`src/rtl/pipe_alu_if.sv`:
```
// Request/response bundle for pipe_alu: operation request on the in_* side,
// registered result with flags on the out_* side.
interface pipe_alu_if #(
    parameter int unsigned WIDTH = 8
);
    logic             in_valid;
    logic             in_ready;
    logic [3:0]       op;
    logic [WIDTH-1:0] a;
    logic [WIDTH-1:0] b;
    logic             out_valid;
    logic             out_ready;
    logic [WIDTH-1:0] y;
    logic             z;
    logic             n;
    logic             c;
    logic             v;

    // Requester / result consumer side
    modport master (
        output in_valid, op, a, b, out_ready,
        input  in_ready, out_valid, y, z, n, c, v
    );

    // ALU side
    modport slave (
        input  in_valid, op, a, b, out_ready,
        output in_ready, out_valid, y, z, n, c, v
    );
endinterface

```
`src/rtl/pipe_alu.sv`:
```
// pipe_alu: handshaked multi-cycle ALU. Logic, add/subtract and ASR-by-1
// finish at the accept edge; variable shifts step one bit per cycle and MUL
// is a shift-add multiplier consuming one multiplier bit per cycle.
module pipe_alu #(
    parameter int unsigned WIDTH = 8
) (
    input  logic      i_clk,
    input  logic      i_rst_n,
    pipe_alu_if.slave io_bus
);
    localparam int unsigned SHW = $clog2(WIDTH);
    localparam int unsigned CW  = $clog2(WIDTH + 1);

    typedef enum logic [1:0] {
        StIdle,
        StBusy,
        StDone
    } state_e;

    state_e               r_state;
    state_e               w_state_nxt;

    // Captured selector for the iterative op: 01 ASR, 10 LSL, 11 MUL
    logic [1:0]           r_sel;
    logic [CW-1:0]        r_cnt;
    logic [WIDTH-1:0]     r_sh;
    logic [2*WIDTH-1:0]   r_mcand;
    logic [WIDTH-1:0]     r_mplier;
    logic [2*WIDTH-1:0]   r_acc;

    logic [WIDTH-1:0]     r_y;
    logic                 r_z;
    logic                 r_n;
    logic                 r_c;
    logic                 r_v;

    logic                 w_in_ready;
    logic                 w_accept;
    logic [SHW-1:0]       w_k;
    logic                 w_multi;

    logic [WIDTH-1:0]     w_opnd;
    logic [WIDTH:0]       w_sum;
    logic [WIDTH-1:0]     w_imm_y;
    logic                 w_imm_c;
    logic                 w_imm_v;

    logic                 w_is_mul;
    logic                 w_last;
    logic [CW-1:0]        w_cnt_nxt;
    logic [WIDTH-1:0]     w_sh_nxt;
    logic                 w_sh_out;
    logic [2*WIDTH-1:0]   w_acc_nxt;

    logic                 w_res_load;
    logic [WIDTH-1:0]     w_res_y;
    logic                 w_res_c;
    logic                 w_res_v;

    // Gated by reset so nothing looks accepted while the block is held in reset
    assign w_in_ready = i_rst_n &&
                        ((r_state == StIdle) || ((r_state == StDone) && io_bus.out_ready));
    assign w_accept   = io_bus.in_valid && w_in_ready;
    assign w_k        = io_bus.b[SHW-1:0];

    // MUL always iterates; variable shifts iterate only for a nonzero amount
    assign w_multi = io_bus.op[3] &&
                     ((io_bus.op[1:0] == 2'b11) ||
                      ((io_bus.op[1:0] != 2'b00) && (w_k != '0)));

    // Adder: a + (op[0] ? b : ~b) + op[1]
    assign w_opnd = io_bus.op[0] ? io_bus.b : ~io_bus.b;
    assign w_sum  = {1'b0, io_bus.a} + {1'b0, w_opnd} + {{WIDTH{1'b0}}, io_bus.op[1]};

    // Result of ops that complete at the accept edge
    always_comb begin
        w_imm_y = '0;
        w_imm_c = 1'b0;
        w_imm_v = 1'b0;
        if (io_bus.op[3]) begin
            if (io_bus.op[1:0] == 2'b00) begin
                w_imm_y = {io_bus.a[WIDTH-1], io_bus.a[WIDTH-1:1]};
                w_imm_c = io_bus.a[0];
            end else begin
                // Zero-amount shift passes a through with no carry
                w_imm_y = io_bus.a;
            end
        end else if (io_bus.op[2]) begin
            w_imm_y = w_sum[WIDTH-1:0];
            w_imm_c = w_sum[WIDTH];
            w_imm_v = (io_bus.a[WIDTH-1] == w_opnd[WIDTH-1]) &&
                      (w_sum[WIDTH-1] != io_bus.a[WIDTH-1]);
        end else begin
            unique case (io_bus.op[1:0])
                2'b00:   w_imm_y = io_bus.a & io_bus.b;
                2'b01:   w_imm_y = io_bus.a ^ io_bus.b;
                2'b10:   w_imm_y = io_bus.a | io_bus.b;
                default: w_imm_y = ~io_bus.b;
            endcase
        end
    end

    // One iteration step of the captured shift or multiply
    assign w_is_mul  = &r_sel;
    assign w_last    = (r_cnt == CW'(1));
    assign w_cnt_nxt = r_cnt - CW'(1);
    assign w_sh_nxt  = r_sel[1] ? {r_sh[WIDTH-2:0], 1'b0} : {r_sh[WIDTH-1], r_sh[WIDTH-1:1]};
    assign w_sh_out  = r_sel[1] ? r_sh[WIDTH-1] : r_sh[0];
    assign w_acc_nxt = r_mplier[0] ? (r_acc + r_mcand) : r_acc;

    // Select which result, if any, lands in the output registers this edge
    always_comb begin
        w_res_load = 1'b0;
        w_res_y    = w_imm_y;
        w_res_c    = w_imm_c;
        w_res_v    = w_imm_v;
        if (w_accept && !w_multi) begin
            w_res_load = 1'b1;
        end else if ((r_state == StBusy) && w_last) begin
            w_res_load = 1'b1;
            if (w_is_mul) begin
                w_res_y = w_acc_nxt[WIDTH-1:0];
                w_res_c = 1'b0;
                w_res_v = |w_acc_nxt[2*WIDTH-1:WIDTH];
            end else begin
                w_res_y = w_sh_nxt;
                w_res_c = w_sh_out;
                w_res_v = 1'b0;
            end
        end
    end

    // Next-state: a new accept in DONE overrides the return to IDLE
    always_comb begin
        w_state_nxt = r_state;
        unique case (r_state)
            StIdle: begin
                if (w_accept) begin
                    w_state_nxt = w_multi ? StBusy : StDone;
                end
            end
            StBusy: begin
                if (w_last) begin
                    w_state_nxt = StDone;
                end
            end
            StDone: begin
                if (w_accept) begin
                    w_state_nxt = w_multi ? StBusy : StDone;
                end else if (io_bus.out_ready) begin
                    w_state_nxt = StIdle;
                end
            end
            default: w_state_nxt = StIdle;
        endcase
    end

    // State register
    always_ff @(posedge i_clk) begin
        if (!i_rst_n) begin
            r_state <= StIdle;
        end else begin
            r_state <= w_state_nxt;
        end
    end

    // Operand capture, iteration datapath and result registers
    always_ff @(posedge i_clk) begin
        if (!i_rst_n) begin
            r_sel    <= '0;
            r_cnt    <= '0;
            r_sh     <= '0;
            r_mcand  <= '0;
            r_mplier <= '0;
            r_acc    <= '0;
            r_y      <= '0;
            r_z      <= 1'b0;
            r_n      <= 1'b0;
            r_c      <= 1'b0;
            r_v      <= 1'b0;
        end else begin
            if (w_accept) begin
                r_sel    <= io_bus.op[1:0];
                r_cnt    <= (&io_bus.op[1:0]) ? CW'(WIDTH) : CW'(w_k);
                r_sh     <= io_bus.a;
                r_mcand  <= {{WIDTH{1'b0}}, io_bus.a};
                r_mplier <= io_bus.b;
                r_acc    <= '0;
            end else if (r_state == StBusy) begin
                r_cnt    <= w_cnt_nxt;
                r_sh     <= w_sh_nxt;
                r_mcand  <= r_mcand << 1;
                r_mplier <= r_mplier >> 1;
                r_acc    <= w_acc_nxt;
            end
            if (w_res_load) begin
                r_y <= w_res_y;
                r_z <= (w_res_y == '0);
                r_n <= w_res_y[WIDTH-1];
                r_c <= w_res_c;
                r_v <= w_res_v;
            end
        end
    end

    assign io_bus.in_ready  = w_in_ready;
    assign io_bus.out_valid = (r_state == StDone);
    assign io_bus.y         = r_y;
    assign io_bus.z         = r_z;
    assign io_bus.n         = r_n;
    assign io_bus.c         = r_c;
    assign io_bus.v         = r_v;
endmodule
```
`src/flat_wrapper.sv`:
```
// flat-port wrapper written by rule: the top's interface ports become plain ports
module pipe_alu_flat 
#(
    parameter int unsigned WIDTH = 8
)
  (i_clk, i_rst_n, io_bus_in_valid, io_bus_op, io_bus_a, io_bus_b, io_bus_out_ready, io_bus_in_ready, io_bus_out_valid, io_bus_y, io_bus_z, io_bus_n, io_bus_c, io_bus_v);
  pipe_alu_if #(.WIDTH(WIDTH)) io_bus_i ();
  input  logic i_clk;
  input  logic i_rst_n;
  input wire logic [$bits(io_bus_i.in_valid)-1:0] io_bus_in_valid;
  input wire logic [$bits(io_bus_i.op)-1:0] io_bus_op;
  input wire logic [$bits(io_bus_i.a)-1:0] io_bus_a;
  input wire logic [$bits(io_bus_i.b)-1:0] io_bus_b;
  input wire logic [$bits(io_bus_i.out_ready)-1:0] io_bus_out_ready;
  output wire logic [$bits(io_bus_i.in_ready)-1:0] io_bus_in_ready;
  output wire logic [$bits(io_bus_i.out_valid)-1:0] io_bus_out_valid;
  output wire logic [$bits(io_bus_i.y)-1:0] io_bus_y;
  output wire logic [$bits(io_bus_i.z)-1:0] io_bus_z;
  output wire logic [$bits(io_bus_i.n)-1:0] io_bus_n;
  output wire logic [$bits(io_bus_i.c)-1:0] io_bus_c;
  output wire logic [$bits(io_bus_i.v)-1:0] io_bus_v;
  assign io_bus_i.in_valid = io_bus_in_valid;
  assign io_bus_i.op = io_bus_op;
  assign io_bus_i.a = io_bus_a;
  assign io_bus_i.b = io_bus_b;
  assign io_bus_i.out_ready = io_bus_out_ready;
  assign io_bus_in_ready = io_bus_i.in_ready;
  assign io_bus_out_valid = io_bus_i.out_valid;
  assign io_bus_y = io_bus_i.y;
  assign io_bus_z = io_bus_i.z;
  assign io_bus_n = io_bus_i.n;
  assign io_bus_c = io_bus_i.c;
  assign io_bus_v = io_bus_i.v;
  pipe_alu #(.WIDTH(WIDTH)) u_core (.i_clk(i_clk), .i_rst_n(i_rst_n), .io_bus(io_bus_i));
endmodule
```
`config.mk`:
```
export PLATFORM = sky130hd
export DESIGN_NAME = pipe_alu_flat
export DESIGN_NICKNAME = d
export VERILOG_FILES = /design/src/rtl/pipe_alu_if.sv /design/src/rtl/pipe_alu.sv /design/src/flat_wrapper.sv
export SDC_FILE = /design/constraint.sdc
export NUM_CORES = 1
export LEC_CHECK = 0
export BUFFER_PORTS_ARGS = -buffer_cell sky130_fd_sc_hd__buf_2
export CAP_MARGIN = 20
export CELL_PAD_IN_SITES_DETAIL_PLACEMENT = 1
export CELL_PAD_IN_SITES_GLOBAL_PLACEMENT = 1
export CORE_UTILIZATION = 46
export CTS_CLUSTER_DIAMETER = 120
export DETAILED_ROUTE_END_ITERATION = 8
export PLACE_DENSITY_LB_ADDON = 0.25
export SETUP_SLACK_MARGIN = 0.05
export SYNTH_ARGS = -nofsm -noshare
export SYNTH_HDL_FRONTEND = slang
export SYNTH_SLANG_ARGS = --single-unit
```
`constraint.sdc`:
```
create_clock -name i_clk -period 6 [get_ports i_clk]
set_input_delay 1.2 -clock i_clk [delete_from_list [all_inputs] [get_ports i_clk]]
set_output_delay 1.2 -clock i_clk [all_outputs]
set_load 0.1 [all_outputs]
```
==> results of run 1 <==
[routing by layer]
metal | vias to the layer above | global-route usage [%]
met3 | 35 | 5.334
met5 | - | 0
met1 | 2430 | 38.57
met2 | 140 | 44.81
li1 | 2329 | -
met4 | 0 | 9.524
[worst max path at each step]
stage,startpoint,endpoint,slack (ps),depth (start not counted)
after floorplan,i_rst_n,u_core.io_bus.v,950,8
after global placement,io_bus_op[0],u_core.io_bus.v,1800,11
after detailed placement,io_bus_op[0],u_core.io_bus.v,1680,11
after CTS,i_rst_n,io_bus_in_ready,1830,4
after global routing,io_bus_op[0],u_core.io_bus.z,1890,12
final,io_bus_op[0],u_core.io_bus.v,2060,11
[Yosys cell counts, types with 3 or more instances]
cell type	n
and2_1	6
nand3_1	11
a221oi_1	5
a211oi_1	20
o21a_1	4
or2_2	3
o22ai_1	4
inv_1	35
clkbuf_1	31
dfxtp_1	67
mux2i_1	15
o21ai_0	21
nor3_1	6
ha_1	40
mux4_2	7
a31oi_1	12
o211ai_1	4
nand2b_1	4
xnor2_1	19
a21oi_1	69
buf_1	3
and3_1	6
xor2_1	5
nand2_1	96
buf_2	3
a21o_1	9
a21boi_0	4
fa_1	3
nor2_1	52
nor2b_1	9
a22oi_1	18
[registers in the layout, indices dropped and copies added, names as in the netlist]
| name | flops |
|---|---|
| u_core.io_bus.n | 1 |
| u_core.r_mplier | 8 |
| u_core.r_cnt | 4 |
| u_core.io_bus.v | 1 |
| u_core.r_sel | 2 |
| u_core.io_bus.y | 7 |
| u_core.r_mcand | 16 |
| u_core.r_acc | 16 |
| u_core.io_bus.z | 1 |
| u_core.r_state | 2 |
| u_core.r_sh | 8 |
| u_core.io_bus.c | 1 |
[metrics by stage]
step / util [%] / area (um2)
after floorplan: - / 4989
after global placement: 50.17 / 5226
after detailed placement: 50.17 / 5226
after CTS: 52.04 / 5420
after global routing: 52.30 / 5448
final: 52.30 / 5448
[power by group]
part / total [mW] / internal [mW] / leakage [nW] / switching, mW
combinational: 0.283 / 0.0979 / 1.59 / 0.185
sequential: 0.479 / 0.462 / 0.544 / 0.0176
clock: 0.389 / 0.212 / 0.0995 / 0.177
[logic make-up after synthesis]
logic type	share of synthesized area (%)
AND/OR/NAND/NOR	18.13
AO/OA/AOI/OAI	26.76
buffers and inverters	5.719
flip-flops	26.89
adder cells (fa/ha/maj)	11.44
multiplexers	6.847
XOR/XNOR	4.214
[cell type report]
cell class	count	area (um2)	share of cell area, %
Multi-Input combinational cell	498	3364	61.76
Sequential cell	67	1341	24.62
Inverter	36	135.1	2.480
Timing Repair Buffer	42	242.7	4.456
Clock buffer	13	158.9	2.917
Tap cell	136	170.2	3.124
Clock inverter	2	35.03	0.6431
[critical path, delay by kind of cell]
kind,cells,cell delay (ps)
compound gates,5,1160
xor+xnor,2,330
fa+ha+maj,1,310
buf+inv,1,490
simple gates,2,650
==> impl_metrics.yaml, run 1 <==
run_status:
  status: "complete, no violations"
critical_path:
  critical_path_class: "in2reg"
  cp_max_fo: 24
  r2r_slack_ps: 2780
  critical_path.slowest_cell: "or4_4"
  critPathRequiredTime_ps: 6210
  cpPeakStageDelay_ps: 510
  crit_arrival_ps: 4150
  r2r_start: "u_core.r_acc[0]"
  critPathMostFrequentCell: "xnor2_1"
  rr_worst_depth: 10
  cp-end-kind: "register"
  rr_endpoint: "u_core.io_bus.v"
  cp-start-kind: "primary input"
  path_cells: "buf_2 > xnor2_1 > ha_1 > nor2b_1 > o2111a_1 > or4_4 > a31oi_4 > xnor2_1 > a32o_2 > a2111oi_2 > a31oi_1"
layout:
  fillers: 1328
  diodes: 0
  layout_common_cells: "96 x nand2_1, 69 x a21oi_1, 67 x dfxtp_1"
  area_growth_pct: 9.205
  mostFrequentLayoutCell: "nand2_1"
  drive_gt1_share_pct: 11.85
  fin_nets: 721
  stdcell_count: 794
hold_path:
  min_delay_worst_endpoint: "u_core.r_mplier[2]"
  min_from: "u_core.r_mplier[2]"
  min_path_type: "reg2reg"
  holdPathStages: 2
route:
  antenna_left: 0
  num_vias: 4934
  via_per_inst: 6.214
  totalWireLength_um: 15610
  wire_per_inst_um: 19.66
  wl_met1_um: 7241
  drc: 0
  routed.top_layer: "met4"
  met2_length_um: 7060
  drtIter0Drc: 321
  drtPass1Iterations: 5
  met3_length_um: 906
floorplanning:
  io_pins: 38
  dieArea_um2: 11260
  core_um2: 10420
  die_h_um: 106.1
  fp.dieW_um: 106.1
  rows: 37
  initial_core_util_pct: 47.89
grt:
  grt_pass1_wl_um: 25090
  grt_antenna_before_repair: 0
  track_usage_pct: 28.33
  grt-ovfl-total: 0
  grt_pass1_vias: 4959
  grt_max_degree: 39
clocking:
  hold_buffers: 0
  cts_tree: "yes"
  clk_latency_ps: 350
  clk_root_buffer_cell: "clkbuf_8"
  h-tree-depth: 3
  post_cts_resize_count: 0
  clk_pin_slew_ps: 70
  post-cts-setup-buffers: 0
  cts_buffers: 9
  clkSinkCount: 67
  cts_buffer_depth: 2
logic_synthesis:
  synth_seq_cells: 67
  synth_edf_count: 0
  synth_area_per_cell_um2: 7.807
  ys_seq_area_share_pct: 26.89
  synth_top_area_share_pct: 26.89
  yosysUniqueCellTypes: 68
  synth_top_cell_by_area: "dfxtp_1"
  synth_fp_nets: 706
  yosysWarnings: 0
  syn-instance-count: 639
  netlist_top_cells_area: "dfxtp_1 27%, ha_1 10%, nand2_1 7.2%"
  ys.flop_type: "dfxtp_1"
  netlist_area_um2: 4989
  async_reset_ff_share_pct: 0
run:
  drv_cap: 0
timing:
  setup_viol_count_final: 0
  min_period_over_period_pct: 65.59
  finalHoldViolCount: 0
  period_needed_ps: 3936
  drv_slew: 0
  worst_slew_pin_slew_ps: 963.8
  hold_ws_ps: 465.5
  setup_tns_ps: 0
  slew_headroom_pct: 35.66
  worst_slack_ps: 2065
  clock_skew_ps: 8.916
  max_freq_ghz: 0.2541
  rsz0062_at_grt: "no"
power:
  p_leak_nw: 2.238
  fin_total_pwr_mw: 1.152
  ir_drop_v: 0.0001458
  powerDensity_nw_per_um2: 211.4
place:
  dp_cells: 778
  place_ws_ps: 1677
  io_buffers: 37
  dp_hpwl_um: 11600
  gp_congestion: 0.9305
Power figures use the tool's default switching activity.
==> run 2: changes to the inputs <==
==> constraint.sdc (replaced) <==
create_clock -name i_clk -period 3.87 [get_ports i_clk]
set_input_delay 0.774 -clock i_clk [delete_from_list [all_inputs] [get_ports i_clk]]
set_output_delay 0.774 -clock i_clk [all_outputs]
set_load 0.1 [all_outputs]
==> run 2 against run 1 <==
Against the previous run: die area stayed put; first-iteration DRC count grew 4.4%; non-clock buffer count grew 6; register-to-register slack got worse by 2000 ps; sequential power increased by 55%; critical path type unchanged; highest routed layer unchanged.
==> impl_metrics.yaml, run 2 (synthesized netlist as in run 1, its figures left out) <==
critical_path:
  rr_endpoint: "u_core.io_bus.v"
  cp-start-kind: "primary input"
  critPathRequiredTime_ps: 4150
  r2r_slack_ps: 750
  rr_worst_depth: 10
  critical_path_class: "in2reg"
  cp_max_fo: 9
  r2r_start: "u_core.r_mcand[0]"
  cp-end-kind: "register"
  crit_arrival_ps: 3540
clocking:
  cts_tree: "yes"
  post_cts_resize_count: 0
  h-tree-depth: 3
  clk_pin_slew_ps: 70
  cts_buffer_depth: 2
  hold_buffers: 0
  clkSinkCount: 67
  clk_root_buffer_cell: "clkbuf_8"
  clk_latency_ps: 360
  cts_buffers: 9
  post-cts-setup-buffers: 0
timing:
  finalHoldViolCount: 0
  period_needed_ps: 3263
  slew_headroom_pct: 39.30
  min_period_over_period_pct: 84.31
  rsz0062_at_grt: "no"
  clock_skew_ps: 7.337
  drv_slew: 0
  setup_tns_ps: 0
  setup_viol_count_final: 0
  hold_ws_ps: 471.7
  worst_slew_pin_slew_ps: 907.2
  max_freq_ghz: 0.3065
layout:
  diodes: 0
  seqCellArea_um2: 1341
  area_growth_pct: 9.280
  fillers: 1331
  layout_common_cells: "96 x nand2_1, 69 x a21oi_1, 67 x dfxtp_1"
  reg_top3: "u_core.r_acc: 16 flops, u_core.r_mcand: 16 flops"
  fin_nets: 727
  multi_input_area_um2: 3369
  drive_gt1_share_pct: 13.10
  mostFrequentLayoutCell: "nand2_1"
  stdcell_count: 800
power:
  powerDensity_nw_per_um2: 317.2
  fin_total_pwr_mw: 1.729
  p_leak_nw: 2.244
  ir_drop_v: 0.0001787
place:
  dp_hpwl_um: 11860
  gp_congestion: 0.8830
  dp_cells: 785
  io_buffers: 37
route:
  wire_per_inst_um: 19.93
  drc: 0
  drtIter0Drc: 335
  drtPass1Iterations: 5
  via_per_inst: 6.284
  totalWireLength_um: 15940
  num_vias: 5027
  antenna_left: 0
floorplanning:
  core_um2: 10420
  io_pins: 38
  dieArea_um2: 11260
  fp.dieW_um: 106.1
  die_h_um: 106.1
  initial_core_util_pct: 47.89
  rows: 37
grt:
  grt_pass1_vias: 4977
  track_usage_pct: 29.44
  grt_pass1_wl_um: 25780
  grt-ovfl-total: 0
  grt_max_degree: 37
  grt_antenna_before_repair: 0
hold_path:
  min_path_type: "reg2reg"
  holdPathStages: 2
  min_delay_worst_endpoint: "u_core.io_bus.y[5]"
  min_from: "u_core.io_bus.y[5]"
run_status:
  status: "complete, no violations"
run:
  drv_cap: 0
## run 2: cell count changes in the layout (fill, tap and decap cells not counted)
cell,before,now
clkinv_2,1,3
bufinv_16,1,0
clkbuf_8,11,10
a211oi_2,1,2
buf_16,1,0
clkinvlp_4,0,2
a211oi_1,20,19
buf_4,4,11
clkbuf_1,2,0
## run 2: worst max-delay path by stage
stage | from | end | cells past startpoint
3_3_place_gp | io_bus_op[0] | u_core.io_bus.v | 12
5_1_grt | io_bus_op[0] | u_core.io_bus.z | 14
3_5_place_dp | io_bus_op[0] | u_core.io_bus.v | 12
2_1_floorplan | io_bus_op[0] | u_core.io_bus.v | 13
4_1_cts | io_bus_op[0] | u_core.io_bus.z | 14
6_report | io_bus_op[0] | u_core.io_bus.z | 14
## run 2: power breakdown
part	internal [mW]	leakage, nW	switching [mW]
sequential	0.716	0.544	0.0262
clock	0.243	0.0839	0.299
combinational	0.153	1.62	0.292
## run 2: routing by layer
layer  global-route usage [%]  up-vias  wire length (um)
met5                        0        -                 0
met4                    10.32        0               308
met3                    5.395       28               832
met2                    46.99      147              7371
met1                    39.69     2521              7430
li1                         -     2331                 -
## run 2: worst max-delay path: stages
cell and delay (ps):
buf_2 210, buf_4 230, xor2_1 190, fa_1 230, inv_1 60, fa_1 410
a21o_1 190, a211oi_1 250, o21bai_1 150, xnor2_1 170, a21oi_1 100, a311oi_1 270
nand4b_1 120, o21ai_0 180
## run 2: through the flow
step	area, um2	setup WS [ps]	utilization (%)
2_1_floorplan	4996	100.5	-
3_3_place_gp	5284	378.7	50.73
3_5_place_dp	5284	269.3	50.73
4_1_cts	5451	628.7	52.34
5_1_grt	5451	399.7	52.34
6_report	5451	607.2	52.34
## run 2: final cells by class
type	count	share of cell area [%]
clock inverter	5	0.5508
sequential	67	24.60
timing repair buffer	48	4.912
multi-input combinational	498	61.81
inverter	36	2.479
tap	136	3.121
clock buffer	10	2.525
